`src/rtl/ctrl_pkg.sv`:
```
// ============================================================================
// ctrl_pkg : opcodes, ALU op codes, FSM states and control bundle for control_fsm
// Revision : 1.0
// ============================================================================
`default_nettype none

package ctrl_pkg;

  localparam logic [6:0] OP_R      = 7'b0110011;
  localparam logic [6:0] OP_I      = 7'b0010011;
  localparam logic [6:0] OP_LOAD   = 7'b0000011;
  localparam logic [6:0] OP_STORE  = 7'b0100011;
  localparam logic [6:0] OP_BRANCH = 7'b1100011;
  localparam logic [6:0] OP_JAL    = 7'b1101111;
  localparam logic [6:0] OP_JALR   = 7'b1100111;
  localparam logic [6:0] OP_LUI    = 7'b0110111;
  localparam logic [6:0] OP_AUIPC  = 7'b0010111;
  localparam logic [6:0] OP_SYSTEM = 7'b1110011;

  localparam logic [3:0] ALU_AND = 4'b0000;
  localparam logic [3:0] ALU_OR  = 4'b0001;
  localparam logic [3:0] ALU_ADD = 4'b0010;
  localparam logic [3:0] ALU_SUB = 4'b0110;
  localparam logic [3:0] ALU_SLT = 4'b0111;

  localparam logic [31:0] ECALL_WORD = 32'h0000_0073;

  typedef enum logic [1:0] {
    ST_EXEC      = 2'd0,
    ST_LOAD_WAIT = 2'd1,
    ST_HALT      = 2'd2
  } state_t;

  typedef struct packed {
    logic       branch;
    logic       mem2reg;
    logic       memwrite;
    logic       alusrc;
    logic       regwrite;
    logic [3:0] aluctl;
  } ctl_t;

endpackage : ctrl_pkg

`default_nettype wire

```
`src/rtl/ctrl_decoder.sv`:
```
// ============================================================================
// ctrl_decoder : combinational RV32 subset decoder; anything unrecognised halts
// Revision     : 1.0
// ============================================================================
`default_nettype none

module ctrl_decoder
  import ctrl_pkg::*;
(
  input  logic [31:0] i_instr,
  output ctl_t        o_ctl,
  output logic        o_is_load,
  output logic        o_is_halt
);

  logic [6:0] w_opcode;
  logic [6:0] w_funct7;
  logic [2:0] w_funct3;
  ctl_t       w_ctl;
  logic       w_legal;
  logic       w_load;
  logic       w_ecall;
  logic       w_unused_fields;

  assign w_opcode = i_instr[6:0];
  assign w_funct3 = i_instr[14:12];
  assign w_funct7 = i_instr[31:25];
  // Register specifiers only matter to the datapath.
  assign w_unused_fields = ^{i_instr[24:15], i_instr[11:7], w_ecall};
  // ECALL and illegal words share the same halt path; kept for clarity.
  assign w_ecall = (i_instr == ECALL_WORD);

  always_comb begin
    w_ctl   = '0;
    w_legal = 1'b0;
    w_load  = 1'b0;
    case (w_opcode)
      OP_R: begin
        w_ctl.regwrite = 1'b1;
        w_legal        = 1'b1;
        case ({w_funct7, w_funct3})
          {7'b0000000, 3'b000}: w_ctl.aluctl = ALU_ADD;
          {7'b0100000, 3'b000}: w_ctl.aluctl = ALU_SUB;
          {7'b0000000, 3'b111}: w_ctl.aluctl = ALU_AND;
          {7'b0000000, 3'b110}: w_ctl.aluctl = ALU_OR;
          {7'b0000000, 3'b010}: w_ctl.aluctl = ALU_SLT;
          default:              w_legal      = 1'b0;
        endcase
      end
      OP_I: begin
        w_ctl.regwrite = 1'b1;
        w_ctl.alusrc   = 1'b1;
        w_legal        = 1'b1;
        case (w_funct3)
          3'b000:  w_ctl.aluctl = ALU_ADD;
          3'b111:  w_ctl.aluctl = ALU_AND;
          3'b110:  w_ctl.aluctl = ALU_OR;
          3'b010:  w_ctl.aluctl = ALU_SLT;
          default: w_legal      = 1'b0;
        endcase
      end
      OP_LOAD: begin
        if (w_funct3 == 3'b010) begin
          w_ctl.mem2reg = 1'b1;
          w_ctl.alusrc  = 1'b1;
          w_ctl.aluctl  = ALU_ADD;
          w_load        = 1'b1;
          w_legal       = 1'b1;
        end
      end
      OP_STORE: begin
        if (w_funct3 == 3'b010) begin
          w_ctl.memwrite = 1'b1;
          w_ctl.alusrc   = 1'b1;
          w_ctl.aluctl   = ALU_ADD;
          w_legal        = 1'b1;
        end
      end
      OP_BRANCH: begin
        if (w_funct3 == 3'b000) begin
          w_ctl.branch = 1'b1;
          w_ctl.aluctl = ALU_SUB;
          w_legal      = 1'b1;
        end
      end
      OP_JAL, OP_JALR: begin
        w_ctl.regwrite = 1'b1;
        w_ctl.aluctl   = ALU_ADD;
        w_legal        = 1'b1;
      end
      OP_LUI, OP_AUIPC: begin
        w_ctl.regwrite = 1'b1;
        w_ctl.alusrc   = 1'b1;
        w_ctl.aluctl   = ALU_ADD;
        w_legal        = 1'b1;
      end
      default: begin
        w_legal = 1'b0;
      end
    endcase
  end

  assign o_ctl     = w_legal ? w_ctl : '0;
  assign o_is_load = w_legal & w_load;
  assign o_is_halt = ~w_legal;

endmodule : ctrl_decoder

`default_nettype wire

```
`src/rtl/control_fsm.sv`:
```
// ============================================================================
// control_fsm : sequencing control for the single-cycle RISC-V datapath
//               optional perf counters under `CTRL_PERF_CNT_EN
// Revision    : 1.0
// ============================================================================
`default_nettype none

module control_fsm
  import ctrl_pkg::*;
#(
  parameter int W     = 32,
  parameter int CNT_W = 32
) (
  input  logic             clk,
  input  logic             rst,
  input  logic [31:0]      instruction,
  input  logic             zero,
  output logic             branch,
  output logic             mem2reg,
  output logic             memwrite,
  output logic             alusrc,
  output logic             regwrite,
  output logic [3:0]       aluctl,
  output logic             pc_en,
  output logic             halted,
  output logic [CNT_W-1:0] retired,
  output logic [CNT_W-1:0] stalls
);

  state_t         r_state;
  state_t         w_next;
  ctl_t           w_dec;
  ctl_t           w_ctl;
  logic           w_is_load;
  logic           w_is_halt;
  logic           w_pc_en;
  logic           w_halted;
  logic [W-1:0]   w_unused_zero;

  // The zero flag is consumed only by the datapath's branch logic.
  assign w_unused_zero = {{(W-1){1'b0}}, zero};

  ctrl_decoder u_decoder (
    .i_instr   (instruction),
    .o_ctl     (w_dec),
    .o_is_load (w_is_load),
    .o_is_halt (w_is_halt)
  );

  always_ff @(posedge clk or negedge rst) begin
    if (!rst) r_state <= ST_EXEC;
    else      r_state <= w_next;
  end

  always_comb begin
    w_next   = r_state;
    w_ctl    = '0;
    w_pc_en  = 1'b0;
    w_halted = 1'b0;
    if (rst) begin
      case (r_state)
        ST_EXEC: begin
          if (w_is_halt) begin
            w_halted = 1'b1;
            w_next   = ST_HALT;
          end else if (w_is_load) begin
            w_ctl  = w_dec;
            w_next = ST_LOAD_WAIT;
          end else begin
            w_ctl   = w_dec;
            w_pc_en = 1'b1;
          end
        end
        ST_LOAD_WAIT: begin
          // Read data is now valid at the registered memory port.
          w_ctl.mem2reg  = 1'b1;
          w_ctl.alusrc   = 1'b1;
          w_ctl.regwrite = 1'b1;
          w_ctl.aluctl   = ALU_ADD;
          w_pc_en        = 1'b1;
          w_next         = ST_EXEC;
        end
        ST_HALT: begin
          w_halted = 1'b1;
        end
        default: begin
          w_next = ST_EXEC;
        end
      endcase
    end
  end

  assign branch   = w_ctl.branch;
  assign mem2reg  = w_ctl.mem2reg;
  assign memwrite = w_ctl.memwrite;
  assign alusrc   = w_ctl.alusrc;
  assign regwrite = w_ctl.regwrite;
  assign aluctl   = w_ctl.aluctl;
  assign pc_en    = w_pc_en;
  assign halted   = w_halted;

`ifdef CTRL_PERF_CNT_EN
  localparam logic [CNT_W-1:0] c_cnt_one = {{(CNT_W-1){1'b0}}, 1'b1};

  logic [CNT_W-1:0] r_retired;
  logic [CNT_W-1:0] r_stalls;

  always_ff @(posedge clk or negedge rst) begin
    if (!rst) begin
      r_retired <= '0;
      r_stalls  <= '0;
    end else begin
      if (w_pc_en)                  r_retired <= r_retired + c_cnt_one;
      if (r_state == ST_LOAD_WAIT)  r_stalls  <= r_stalls + c_cnt_one;
    end
  end

  assign retired = r_retired;
  assign stalls  = r_stalls;
`else
  assign retired = '0;
  assign stalls  = '0;
`endif

endmodule : control_fsm

`default_nettype wire
```
`config.mk`:
```
export PLATFORM = sky130hd
export DESIGN_NAME = control_fsm
export DESIGN_NICKNAME = d
export VERILOG_FILES = /design/src/rtl/ctrl_pkg.sv /design/src/rtl/ctrl_decoder.sv /design/src/rtl/control_fsm.sv
export SDC_FILE = /design/constraint.sdc
export NUM_CORES = 1
export LEC_CHECK = 0
export ABC_AREA = 1
export CORE_MARGIN = 8
export CORE_UTILIZATION = 40
export DETAILED_ROUTE_END_ITERATION = 8
export DONT_BUFFER_PORTS = 1
export PLACE_DENSITY_LB_ADDON = 0.08
export SYNTH_ARGS = -nofsm -noshare
export SYNTH_HDL_FRONTEND = slang
export SYNTH_SLANG_ARGS = --single-unit
export TNS_END_PERCENT = 20
```
`constraint.sdc`:
```
create_clock -name clk -period 1.3 [get_ports clk]
set_input_delay 0.195 -clock clk [delete_from_list [all_inputs] [get_ports clk]]
set_output_delay 0.195 -clock clk [all_outputs]
set_load 0.02 [all_outputs]
```
Word-level counts from Yosys, hierarchy flattened:

Cells that the tools add are included.

* input port bits: 35
* output and inout port bits: 75
* memories kept: 0
* ROM bits: 0
* latch bits: 0
* register bits: 2
* word-level logic and storage cells: 64
* memory bits (writable): 0

* divide/modulo/power cells: 0
* $add $sub $neg: 0
* mux-type cells: 32
* $lt $le $gt $ge: 0
* multiply operators: 0
* eq/ne operators: 19
* bitwise logic cells: 2
* shifts and indexed selects: 0
* reduce and logical (&&, ||, !) cells: 10

Operators with widths (number)
* $eq A7 B6 Y1 const B: 3
* $eq A7 B7 Y1 const B: 3
* $eq A10 B3 Y1 const B: 2
* $pmux W4 S5: 1
* $mux W9: 2
* $mux W1: 15
* $eq A7 B5 Y1 const B: 2
* $pmux W3 S4: 1
* $pmux W6 S2: 1
* $eq A10 B2 Y1 const B: 1
* $eq A10 B9 Y1 const B: 1
* $logic_not A10 Y1: 1
* $pmux W3 S3: 1
* $mux W2: 4
* $reduce_or A4 Y1: 2
* $eq A7 B2 Y1 const B: 1
* $eq A3 B3 Y1 const B: 2
* $pmux W1 S2: 3
* $reduce_or A6 Y1: 1
* $pmux W1 S5: 1
* $reduce_or A5 Y1: 1
* $pmux W2 S2: 1
* $eq A3 B2 Y1 const B: 1
* $logic_not A3 Y1: 1
* other kinds (11): 11

Longest topological paths before layout:

* depth after elaboration: 9
* depth in mapped cells: 12
* depth with buffers taken out: 12

Modules after synthesis:

From an unflattened synthesis, not the netlist that was laid out.

* cell total of the unflattened synthesis: 183
* area, all modules: 1114.8 sq um

By module, submodules not included
* control_fsm: sequential area each 50.0 sq um, times used 1, cells an instance 107, area an instance 705.7 sq um
* ctrl_decoder: sequential area each 0.0 sq um, times used 1, cells an instance 76, area an instance 409.1 sq um

Least setup slack after synthesis:

No wires, ideal clock.

* path type: input to output
* from: input instruction[1]
* to: output alusrc
* path slack: -0.159 ns
* data arrival time: 1.264 ns
* stages on the path: 8
* buffers on the path: 0
* data required time: 1.105 ns
* path through: nand2_1 > nor2_2 > nand3_1 > nand2_2 > nor2_4 > nand2_4 > nand3_1 > a21oi_1

* word-level cells in the longest chain between the ends: 6
* elaborated cells between the ends (all ways): 17
* classes of those cells: eq/ne (9); mux (5); reduce/logical (3)

Ends and longest elaborated chain
* from (decl): RTL line control_fsm.sv:16 `input logic [31:0] instruction,`
* $eq A7 B7 Y1, or another cell as far along: RTL line ctrl_decoder.sv:37 `case (w_opcode)`
* $reduce_or A4 Y1 (no line), or another cell as far along
* $pmux W1 S5 / $pmux W1 S3 (equally long branches): RTL line ctrl_decoder.sv:37
* $mux W9 (*): RTL line control_fsm.sv:63 `if (w_is_halt) begin`
* $pmux W6 S2 (*): RTL line control_fsm.sv:61 `case (r_state)`
* $mux W9 (*): RTL line control_fsm.sv:60 `if (rst) begin`
* to (decl): RTL line control_fsm.sv:21 `output logic alusrc,`

Mark *: on every way between the ends. The rest lies on a longest branch, timed or not.

Worst setup path in the final report:

* from: input instruction[3]
* to: output aluctl[0]

* word-level cells in the longest chain between the ends: 6
* elaborated cells between the ends (all ways): 16
* classes of those cells: eq/ne (9); mux (5); reduce/logical (2)

Ends and longest elaborated chain
* $eq A7 B7 Y1, or another cell as far along: RTL line ctrl_decoder.sv:37
* $reduce_or A4 Y1 (no line) / $reduce_or A2 Y1 (equally long branches)
* $pmux W4 S5 / $pmux W1 S5 (equally long branches): RTL line ctrl_decoder.sv:37
* $mux W9 (*): RTL line control_fsm.sv:63
* $pmux W6 S2 (*): RTL line control_fsm.sv:61
* $mux W9 (*): RTL line control_fsm.sv:60
* to (decl): RTL line control_fsm.sv:23 `output logic [3:0] aluctl,`

Marks and branches as above.

==> summary.md <==
| Metric | Value |
|---|---|
| Leakage power | `around 0.63 nW` |
| CTS HTree Levels | `1` |
| CP Data Required Time | `approximately 1.1 ns` |
| Wire per inst | `11.8 um` |
| DR DRC count | `0` |
| Area leader, netlist | `buf_4` |
| Critical path startpoint | `instruction[3]` |
| Top reg by flops | `r_state` |
| Failing checks | `negative setup slack` |
| R2r worst-path depth | `7` |
| Ys Warns | `0` |
| Critical-path cell list | `nor2_1, nand2_1, nor2_1, nand2_1, nand2_2, nor2_4, nand2_4, nand3_4, nor2_4` |
| First-pass GRT wire length | `around 4.3 mm` |
| Post-route ant nets | `0` |
| Switching portion of total power | `between 50 and 60%` |
| Total power | `627 uW` |
| RSZ-0062 raised after global routing | `yes` |
| Routed WL | `~2.8 mm` |
| CTS buffer count | `3` |
| Status | `complete, but fails checks` |
| Root Buffer | `clkbuf_4` |
| CTS Sinks | `2` |
| Mapped Avg Cell Area | `approximately 6.1 um2` |
| Post-synthesis cell count | `roughly 180` |
| Flop2flop setup slack | `0.13 ns` |
| Layout net count | `between 200 and 250` |
| Fmax | `just under 0.7 GHz` |
| Drt pass-1 iters | `4` |
| Area grow syn2layout | `15.8%` |
| VDD IR max | `about 350 uV` |
| Final min period | `approximately 1.5 ns` |
| Critical Path End Type | `output pin` |
| Proportion of power drawn by combinational gates | `64.9%` |
| Critical path buffer and inverter count | `0` |
| GR Util All Layers | `between 10% and 20%` |
| Yosys reg bits | `2` |
| WP data arrival | `around 1.3 ns` |
| Die ar. | `between 4000 and 5000 um2` |
| Vias | `989` |
| Stages on the worst setup path | `9` |
| I/O pins | `110` |
| Via-per-instance ratio | `4.14` |
| DP HPWL | `2.49 mm` |
| Top post-synthesis cells by count | `buf_4 (65), nand2_1 (21), nor2_1 (19)` |
| Top post-synthesis cells by area | `buf_4 (45%), nand2_1 (7.2%), nor2_1 (6.5%)` |
| Seq/Total Area, Yosys | `4.58%` |
| ANT cells | `0` |
| Net Switching | `344 uW` |
| GP Congestion | `0.828` |
| Family with the most delay on the worst path | `simple AND/OR/NAND/NOR gates` |
| First DRT Iteration DRCs | `22` |
| CP max stage delay | `about 0.21 ns` |
| Max reg flops | `2` |
| Period utilisation layout | `113%` |
| Slowest-stage cell, CP | `nor2_4` |
| Largest net degree at the start of global routing | `9` |
| Min Hold Slack | `0.199 ns` |
| Synth Flop Type | `dfrtp_1` |
| Initial Util | `between 40 and 50%` |
| Total global routing overflow | `0` |
| Top Registers | `r_state (2)` |
| CTS tree | `yes` |
| Count of final max-slew check failures | `0` |
| Clk_skew | `0.00307 ns` |
| Core area | `between 2000 and 3000 um2` |
| Die H | `68.3 um` |
| Final hold vios | `0` |
| Die width | `around 68 um` |
| Max-cap violations | `0` |
| EDFF count, synth | `0` |
| Setup TNS | `-1.30 ns` |
| Maximum clock path buffer count | `2` |
| Vias in the first global route | `between 900 and 1,000` |
| Initial antenna violation count | `0` |
| Share of cells above drive strength 1 | `a little under two fifths` |
| Row cnt | `19` |
| Final count of negative-setup-slack endpoints | `10` |
| Power share of the clock group | `approximately 22%` |
| Placement Setup Slack | `-0.171 ns` |
| Startpoint Class | `input pin` |
| Count of different cell masters after synthesis | `21` |
| FFs w/ async S/R, synth | `100%` |
| Synth Cell Area | `about 1100 um2` |
| CTS clk-pin slew, worst paths | `roughly 0.03 ns` |
| Setup ws final | `-0.163 ns` |
| Clk Latency, worst-skew pair | `0.23 ns` |
| CP Max Fanout | `7` |
| Pwr/cell area | `~500 nW/um2` |
| Sequential share of power | `12.9%` |
| Internal Pwr Total | `~280 uW` |
| Area share of the largest cell type after synthesis | `44.6%` |
| Hold WC Path Type | `in2async` |
| Most frequent cell after synthesis | `buf_4` |
| PortBufs | `0` |
| CP endpoint | `aluctl[0]` |
| Critical path type | `in2out` |
| RR Endpoint | `r_state[0]` |
| R2r startpoint | `r_state[1]` |
## placed cells by master (no fill, tap or decap), drive strengths merged
master | synthesis | routed
dlygate4sd3 | 0 | 1
nand3 | 14 | 14
nand3b | 2 | 2
nand4 | 4 | 4
o21ai | 3 | 3
or2 | 1 | 1
nor2 | 25 | 25
nor3 | 5 | 5
and2 | 1 | 1
conb | 1 | 65
nand2 | 30 | 30
a211oi | 1 | 1
a21oi | 8 | 8
clkbuf | 0 | 3
dfrtp | 2 | 2
buf | 65 | 27
inv | 16 | 16
## per-layer routing
metal	vias to the layer above	share of wire [%]	GRT usage, %
met2	60	49	20.4
met5	-	0	0
li1	488	-	-
met3	4	12	2.78
met4	0	1.5	4.60
met1	437	37	13.2
## how the worst min path moves through the flow
stage | start | cells past startpoint | end
final | rst | 1 | r_state[1]
after floorplan | rst | 0 | r_state[0]
after global routing | rst | 1 | r_state[1]
after global placement | rst | 0 | r_state[0]
after CTS | rst | 1 | r_state[1]
after detailed placement | rst | 0 | r_state[0]
## worst register-to-register path, stage by stage, from the launching register on
cell	delay [ns]
dfrtp_1	0.40
nor2_2	0.15
buf_6	0.14
nand3_2	0.11
buf_4	0.15
nand2_1	0.05
nand2_1	0.05
nand2_1	0.06
## repair_timing
action,4_1_cts,5_1_grt
hold buffers,1,0
buffers inserted,1,1
endpoints found under the hold margin,2,0
pin swaps,4,4
endpoints found under the setup margin,10,10
resized for setup,3,2
## cell type report
| class | count | area [um2] |
|---|---|---|
| Multi-Input combinational cell | 159 | 876 |
| Tap cell | 31 | 38.8 |
| Fill cell | 328 | 1420 |
| Sequential cell | 2 | 50.0 |
| Inverter | 16 | 62.6 |
| Clock buffer | 3 | 22.5 |
| Timing Repair Buffer | 28 | 216 |
## power groups by stage
stage	combinational (mW)	clock, mW	sequential [mW]
6_report	0.407	0.139	0.0811
3_5_place_dp	0.367	0	0.0819
2_1_floorplan	0.442	0	0.0799
5_1_grt	0.445	0.151	0.0819
4_1_cts	0.393	0.144	0.0810
3_3_place_gp	0.363	0	0.0819
## logic make-up (layout without fill, tap and decap cells)
group	Yosys count	after routing	synth area share (%)
and+or+nand+nor	82	82	38.8
DFF	2	2	4.58
AOI/OAI and AO/OA	12	12	6.18
buffers and inverters	81	47	50.1
other	1	65	0.343
## per-stage QoR
stage	instances	utilization [%]	area (um2)
global placement	233	44.8	1200
detailed placement	233	44.8	1200
global route	239	47.1	1270
floorplan	242	-	1460
finish	239	47.1	1270
CTS	238	46.6	1250
Power figures use the tool's default switching activity.
